### src/rtl/flash_erase_seq.sv
// SPI NOR sector-erase sequencer: WREN, SE <addr>, then RDSR polling until WIP clears
// or the poll limit is reached. SPI mode 0, 4 sys_clk per bit, all outputs registered.
module flash_erase_seq #(
  parameter int unsigned T_CSH    = 32,
  parameter logic [15:0] POLL_MAX = 16'd50000
) (
  input  logic        sys_clk,
  input  logic        sys_rst_n,
  input  logic        start,
  input  logic [23:0] addr,
  input  logic        miso,
  output logic        busy,
  output logic        done,
  output logic        err,
  output logic        sck,
  output logic        cs_n,
  output logic        mosi
);

  typedef enum logic [6:0] {
    IDLE  = 7'b0000001,
    WREN  = 7'b0000010,
    GAP_A = 7'b0000100,
    SE    = 7'b0001000,
    GAP_B = 7'b0010000,
    RDSR  = 7'b0100000,
    GAP_C = 7'b1000000
  } state_t;

  localparam logic [31:0] WREN_FRAME = 32'h0600_0000;
  localparam logic [31:0] RDSR_FRAME = 32'h0500_0000;
  localparam logic [15:0] GAP_LAST   = 16'(T_CSH - 1);

  state_t      state;
  logic [15:0] cnt;
  logic [15:0] cnt_nx;
  logic [15:0] frame_len;
  logic [15:0] poll_cnt;
  logic [23:0] addr_q;
  logic [31:0] tx_sr;
  logic [31:0] se_frame;
  logic [7:0]  rx_sr;

  assign cnt_nx   = cnt + 16'd1;
  assign se_frame = {8'hD8, addr_q};

  always_comb begin
    case (state)
      WREN:    frame_len = 16'd32;
      SE:      frame_len = 16'd128;
      RDSR:    frame_len = 16'd64;
      default: frame_len = '0;
    endcase
  end

  // cnt is the frame/gap cycle currently on the pins; pin values are computed
  // one edge ahead from cnt_nx so they stay registered.
  always_ff @(posedge sys_clk or negedge sys_rst_n) begin
    if (!sys_rst_n) begin
      state    <= IDLE;
      cnt      <= '0;
      poll_cnt <= '0;
      addr_q   <= '0;
      tx_sr    <= '0;
      rx_sr    <= '0;
      busy     <= 1'b0;
      done     <= 1'b0;
      err      <= 1'b0;
      sck      <= 1'b0;
      cs_n     <= 1'b1;
      mosi     <= 1'b0;
    end else begin
      done <= 1'b0;
      err  <= 1'b0;
      case (state)
        IDLE: begin
          if (start && !done && !err) begin
            state    <= WREN;
            busy     <= 1'b1;
            addr_q   <= addr;
            poll_cnt <= '0;
            cnt      <= '0;
            cs_n     <= 1'b0;
            sck      <= 1'b0;
            mosi     <= WREN_FRAME[31];
            tx_sr    <= {WREN_FRAME[30:0], 1'b0};
          end
        end
        WREN, SE, RDSR: begin
          if (cnt_nx == frame_len) begin
            cs_n <= 1'b1;
            sck  <= 1'b0;
            mosi <= 1'b0;
            cnt  <= '0;
            case (state)
              WREN:    state <= GAP_A;
              SE:      state <= GAP_B;
              default: begin
                state <= GAP_C;
                if (poll_cnt != '1) poll_cnt <= poll_cnt + 16'd1;
              end
            endcase
          end else begin
            cnt <= cnt_nx;
            sck <= cnt_nx[1];
            if (cnt_nx[1:0] == 2'd0) begin
              mosi  <= tx_sr[31];
              tx_sr <= {tx_sr[30:0], 1'b0};
            end
            if (cnt_nx[1:0] == 2'd2) rx_sr <= {rx_sr[6:0], miso};
          end
        end
        GAP_A, GAP_B, GAP_C: begin
          if (cnt == GAP_LAST) begin
            cnt <= '0;
            if (state == GAP_A) begin
              state <= SE;
              cs_n  <= 1'b0;
              mosi  <= se_frame[31];
              tx_sr <= {se_frame[30:0], 1'b0};
            end else if (state == GAP_B || (rx_sr[0] && poll_cnt != POLL_MAX)) begin
              state <= RDSR;
              cs_n  <= 1'b0;
              mosi  <= RDSR_FRAME[31];
              tx_sr <= {RDSR_FRAME[30:0], 1'b0};
            end else begin
              state <= IDLE;
              busy  <= 1'b0;
              done  <= !rx_sr[0];
              err   <= rx_sr[0];
            end
          end else begin
            cnt <= cnt_nx;
          end
        end
        default: state <= IDLE;
      endcase
    end
  end

endmodule

### config.mk
export PLATFORM = sky130hd
export DESIGN_NAME = flash_erase_seq
export DESIGN_NICKNAME = d
export VERILOG_FILES = /design/src/rtl/flash_erase_seq.sv
export SDC_FILE = /design/constraint.sdc
export NUM_CORES = 1
export LEC_CHECK = 0
export ABC_AREA = 1
export CAP_MARGIN = 20
export CORE_AREA = 2 2 99 101
export DETAILED_ROUTE_END_ITERATION = 7
export DIE_AREA = 0 0 101 103
export GPL_ROUTABILITY_DRIVEN = 0
export PLACE_DENSITY_LB_ADDON = 0.08
export REMOVE_ABC_BUFFERS = 1
export SYNTH_ARGS = -nofsm -noshare
export SYNTH_HDL_FRONTEND = slang
export SYNTH_SLANG_ARGS = --single-unit
### constraint.sdc
create_clock -name sys_clk -period 2.6 [get_ports sys_clk]
set_input_delay 0.52 -clock sys_clk [delete_from_list [all_inputs] [get_ports sys_clk]]
set_output_delay 0.52 -clock sys_clk [all_outputs]
set_load 0.005 [all_outputs]
==> run metrics, run 1 <==
Post-synth ARST share=100.0%; Slowest Stage Delay on Critical Path=0.41 ns; Congestion Overflow GR=0; largest net degree at the start of global routing=61; outcome=complete, no violations; Root Driver=clkbuf_8; crit-path most repeated cell=nand2_2; Detail Placement HPWL=8.315 mm; DR pass1 iterations=5; final hold violations=0; Slew Limit Fails=0; crit path kind=reg -> reg; Ports=34; vias in the first global route=4315; clk_skew=0.01605 ns; prevailing post-synth register cell=dfrtp_1; number of antenna diodes=0; Static Leak=2.815 nW; port buffer count=33; fmax=0.4288 GHz; chip height=103 um; fraction of layout cells with a size suffix above 1=11.40%; worst setup path start=cnt[0]; drt wl/cell=14.03 um; DP Worst Slack=0.04193 ns; commonest non-fill, non-tap cell in the layout=nand2_1; CP startpoint kind=flop; DRT antenna net count=0; setup violators final=0; CP required=2.85 ns; crit-path max FO=11; number of synthesized flops with an enable pin=0; Setup WS post-layout=0.2678 ns; gr usage total=24.62%; Synth Register Bits=101; # fillers=838; maximum vdd drop=536.2 uV; Area Growth Syn to Fin=11.94%; Clk pin slew, worst setup/hold paths=0.11 ns; total core area=9459 um2; Crit. End Element=flop; RSZ-0062 raised after global routing=false; CP max stage cell=dfrtp_1; H-tree Lvls=3; Vias per Instance=5.474; Max Buffers Root-to-Sink=2; worst r2r src=cnt[0]; Max-Cap Viols=0; final std cells w/o fill=842; Vias=4609; drt first-iter violations=233; synthesized area per cell=7.844 um2; WL final=11.82 mm; CTS tree=built; clk sinks=101; Buf/Inv on CP=0; minimum period implied by the final worst setup slack=2.332 ns; CP top delay family=simple AND/OR/NAND/NOR gates; layout net count=755; pwr dens=841.1 nW/um2; warnings from Yosys=0; Max transition margin=58.74%; cts bufs inserted=9; # rows=36; register area share after synthesis=46.61%; setup TNS=0 ns; most frequent cells in the layout=223 x nand2_1, 99 x dfrtp_1, 70 x inv_1; Min-Delay Path Class=in -> async; DP Cell Count=825; Critical Path AT=2.58 ns; Mapped Area=5428 um2; worst skew pair latency=0.37 ns; post-synthesis cell count=692; Initial Utilization=57.38%; Worst-Margin Slew=0.6182 ns; antenna violations before repair=0; full die area=10400 um2; DRC Markers=0; CP cell instances=ha_2, nand2_2, nor2_4, nand2_2, nor2_2, xor2_2, nand2_1, nor2_2, nand2_2, nand2_4, nand2_2, nand2_1, o21ai_2; synth unique cells=38; crit share post-route=89.70%; chip width=101 um; first-pass GRT wire length=20.38 mm
[sequential cells by signal, summed over array words and instances, names as in the netlist]
signal    cells
done          1
mosi          1
cs_n          1
busy          1
err           1
sck           1
cnt          16
poll_cnt     16
addr_q       24
tx_sr        31
rx_sr         1
state         7
[power by group]
part	switching [mW]	leakage, nW	internal (mW)
combinational	1.43	1.37	0.600
sequential	0.193	1.35	1.92
clock	0.594	0.0965	0.376
total	2.22	2.82	2.89
[through the flow]
step / utilization, % / cell area [um2] / total power, mW / hold WS, ns
2_1_floorplan: - / 5284 / 3.392 / 0.2244
3_3_place_gp: 61.97 / 5862 / 4.073 / 0.4549
3_5_place_dp: 61.97 / 5862 / 4.130 / 0.4580
4_1_cts: 63.98 / 6052 / 5.107 / 0.05991
5_1_grt: 64.23 / 6076 / 5.522 / 0.06952
6_report: 64.23 / 6076 / 5.110 / 0.05961
[synthesized netlist by cell type (all sizes together), types with 2 or more instances]
cell,count,area share (%)
nor2,52,4.3
nand3b,3,0.41
a22oi,14,1.9
dfrtp,99,46
nor3b,2,0.28
o21a,9,1.2
ha,4,0.92
inv,72,5.0
dfstp,2,0.97
o22ai,7,0.81
buf,13,1.8
nor3,13,1.3
a21oi,6,0.55
xor2,9,1.6
nor4,6,0.69
nand2,238,17
clkbuf,12,0.83
nand4,14,1.6
nand3,35,3.4
o21ai,76,8.5
[cell type report]
type	count	area [um2]	area share [%]
clock inverter	6	62.56	1.030
clock buffer	10	127.6	2.100
inverter	72	270.3	4.448
timing repair buffer	44	435.4	7.166
multi-input combinational	495	2507	41.27
tap	114	142.6	2.348
sequential	101	2530	41.64
[logic make-up after synthesis]
logic type,count (synthesis),share of synthesized area [%]
flops,101,46.61
simple gates,365,29.65
buf+inv,97,7.630
fa+ha+maj,4,0.9221
xor+xnor,10,1.752
compound gates,115,13.44
[worst paths after layout]
path                       slack (ns)  depth (start not counted)        end
min in group sys_clk             0.47                          2       cs_n
min reg2reg                      0.47                          2       cs_n
max                              0.27                         13   state[2]
max reg2reg                      0.27                         13   state[2]
min                              0.06                          1   tx_sr[9]
max in group asynchronous        1.93                          2  tx_sr[31]
[layer usage]
metal | part of all wire, % | track usage (%)
met1 | 46 | 35.34
met2 | 48 | 39.38
met3 | 4.9 | 4.068
met4 | 1.1 | 6.341
met5 | 0 | 0
[what timing repair did]
action,4_1_cts,5_1_grt
setup buffers,0,0
setup endpoints to repair,0,56
resized for setup,0,5
hold buffers,0,0
endpoints found under the hold margin,0,0
Power figures use the tool's default switching activity.
==> run 2, diff against run 1 <==
RECOVER_POWER = 50   (was not set)
SLEW_MARGIN = 20   (was not set)
==> run metrics, run 2 (synthesis gave the netlist of run 1 again) <==
drt wl/cell=14.06 um; DRC Markers=0; clk sinks=101; fraction of layout cells with a size suffix above 1=11.26%; chip height=103 um; CP top delay family=simple AND/OR/NAND/NOR gates; DP Area=5862 um2; clk_skew=0.01609 ns; crit path kind=reg -> reg; antenna violations before repair=0; most frequent cells in the layout=223 x nand2_1, 99 x dfrtp_1, 70 x inv_1; RSZ-0062 raised after global routing=false; WL final=11.84 mm; Critical Path AT=2.59 ns; Crit. End Element=flop; Min-Delay Path Class=reg -> reg; CP startpoint kind=flop; total power=5.107 mW; fmax=0.4281 GHz; DRT antenna net count=0; Slowest Stage Delay on Critical Path=0.41 ns; total core area=9459 um2; Sw Share=43.43%; Clk pwr share=19.0%; vias in the first global route=4315; Static Leak=2.805 nW; Root Driver=clkbuf_8; Vias=4619; top flop regs=tx_sr (31), addr_q (24); port buffer count=33; Max-Cap Viols=0; CTS tree=built; Initial Utilization=57.38%; chip width=101 um; layout net count=755; Buf/Inv on CP=0; crit-path most repeated cell=nand2_2; # fillers=843; Clk pin slew, worst setup/hold paths=0.10 ns; Max Buffers Root-to-Sink=2; Area Growth Syn to Fin=11.50%; DR pass1 iterations=5; Worst-Margin Slew=1.446 ns; Pint=2.889 mW; largest net degree at the start of global routing=61; max FFs per register=31; crit-path max FO=11; final hold violations=0; worst skew pair latency=0.37 ns; Max transition margin=3.577%; minimum period implied by the final worst setup slack=2.336 ns; full die area=10400 um2; Detail Placement HPWL=8.315 mm; CP max stage cell=dfrtp_1; most flop-heavy register=tx_sr; Sequential Power Share=41.3%; crit share post-route=89.85%; Congestion Overflow GR=0; setup TNS=0 ns; P_sw=2.218 mW; gr usage total=24.62%; pwr dens=843.8 nW/um2; setup violators final=0; first-pass GRT wire length=20.38 mm; CP cell instances=ha_2, nand2_2, nor2_4, nand2_2, nor2_2, xor2_2, nand2_1, nor2_2, nand2_2, nand2_4, nand2_2, nand2_1, o21ai_2; Design Area, Final=6052 um2; CP required=2.85 ns; outcome=complete, no violations; Slew Limit Fails=0; Comb pwr share=39.7%; cts bufs inserted=9; commonest non-fill, non-tap cell in the layout=nand2_1; # rows=36; Ports=34; maximum vdd drop=540.6 uV; Vias per Instance=5.486; number of antenna diodes=0; drt first-iter violations=217; H-tree Lvls=3
run 2: cell count changes in the layout (fill, tap and decap cells not counted), sizes merged:
cell	previous run	this run
buf	12	8
clkbuf	10	14
run 2: timing repair:
action,CTS,global route
hold buffers,0,0
endpoints found under the setup margin,0,56
buffers inserted,0,0
gates resized for setup,0,5
run 2: power by group through the flow:
stage                     clock network (mW)  logic (mW)  registers, mW
final                                  0.972        2.03           2.11
after global routing                    1.07        2.30           2.15
after floorplan                            0        1.30           2.09
after CTS                              0.992        2.01           2.11
after global placement                     0        1.95           2.12
after detailed placement                   0        1.99           2.14
run 2: area by class of cell:
cell class              instances  area, um2  area share, %
flip-flops and latches        101       2530          41.80
multi-input cells             495       2507          41.43
clock inverters                 6      62.56          1.034
clock buffers                  10      127.6          2.109
repair buffers                 44      411.6          6.802
well taps                     114      142.6          2.357
inverters                      72      270.3          4.466
run 2: worst register-to-register path, delay by kind of cell (launching register included):
family,cells,cell delay (ns)
AND/OR/NAND/NOR,10,1.32
flip-flops,1,0.41
adder cells (fa/ha/maj),1,0.24
XOR/XNOR,1,0.19
AO/OA/AOI/OAI,1,0.06
run 2: metal layers:
metal  GRT usage (%)  vias up  share of wire (%)
met3           4.068       14                5.4
met1           35.34     2161                 46
met5               0        -                  0
li1                -     2302                  -
met2           39.38      142                 48
met4           6.341        0                1.1
run 2: final timing paths:
path | start | endpoint | slack, ns | cells past startpoint
hold reg to reg | cs_n | cs_n | 0.47 | 2
max in group asynchronous | sys_rst_n | tx_sr[23] | 0.52 | 2
setup reg to reg | cnt[0] | state[2] | 0.26 | 13
setup / recovery | cnt[0] | state[2] | 0.26 | 13
hold / removal | cs_n | cs_n | 0.47 | 2
min in group asynchronous | sys_rst_n | tx_sr[9] | 0.48 | 1
run 2: metrics by stage:
stage / utilization, % / hold WS [ns] / instances / worst slack [ns]
3_3_place_gp: 61.97 / 0.4549 / 825 / 0.1151
3_5_place_dp: 61.97 / 0.4580 / 825 / 0.04193
4_1_cts: 63.98 / 0.05991 / 841 / 0.1333
6_report: 63.98 / 0.4676 / 842 / 0.2638
5_1_grt: 63.98 / 0.4852 / 842 / 0.006009
2_1_floorplan: - / 0.2244 / 667 / -0.1917
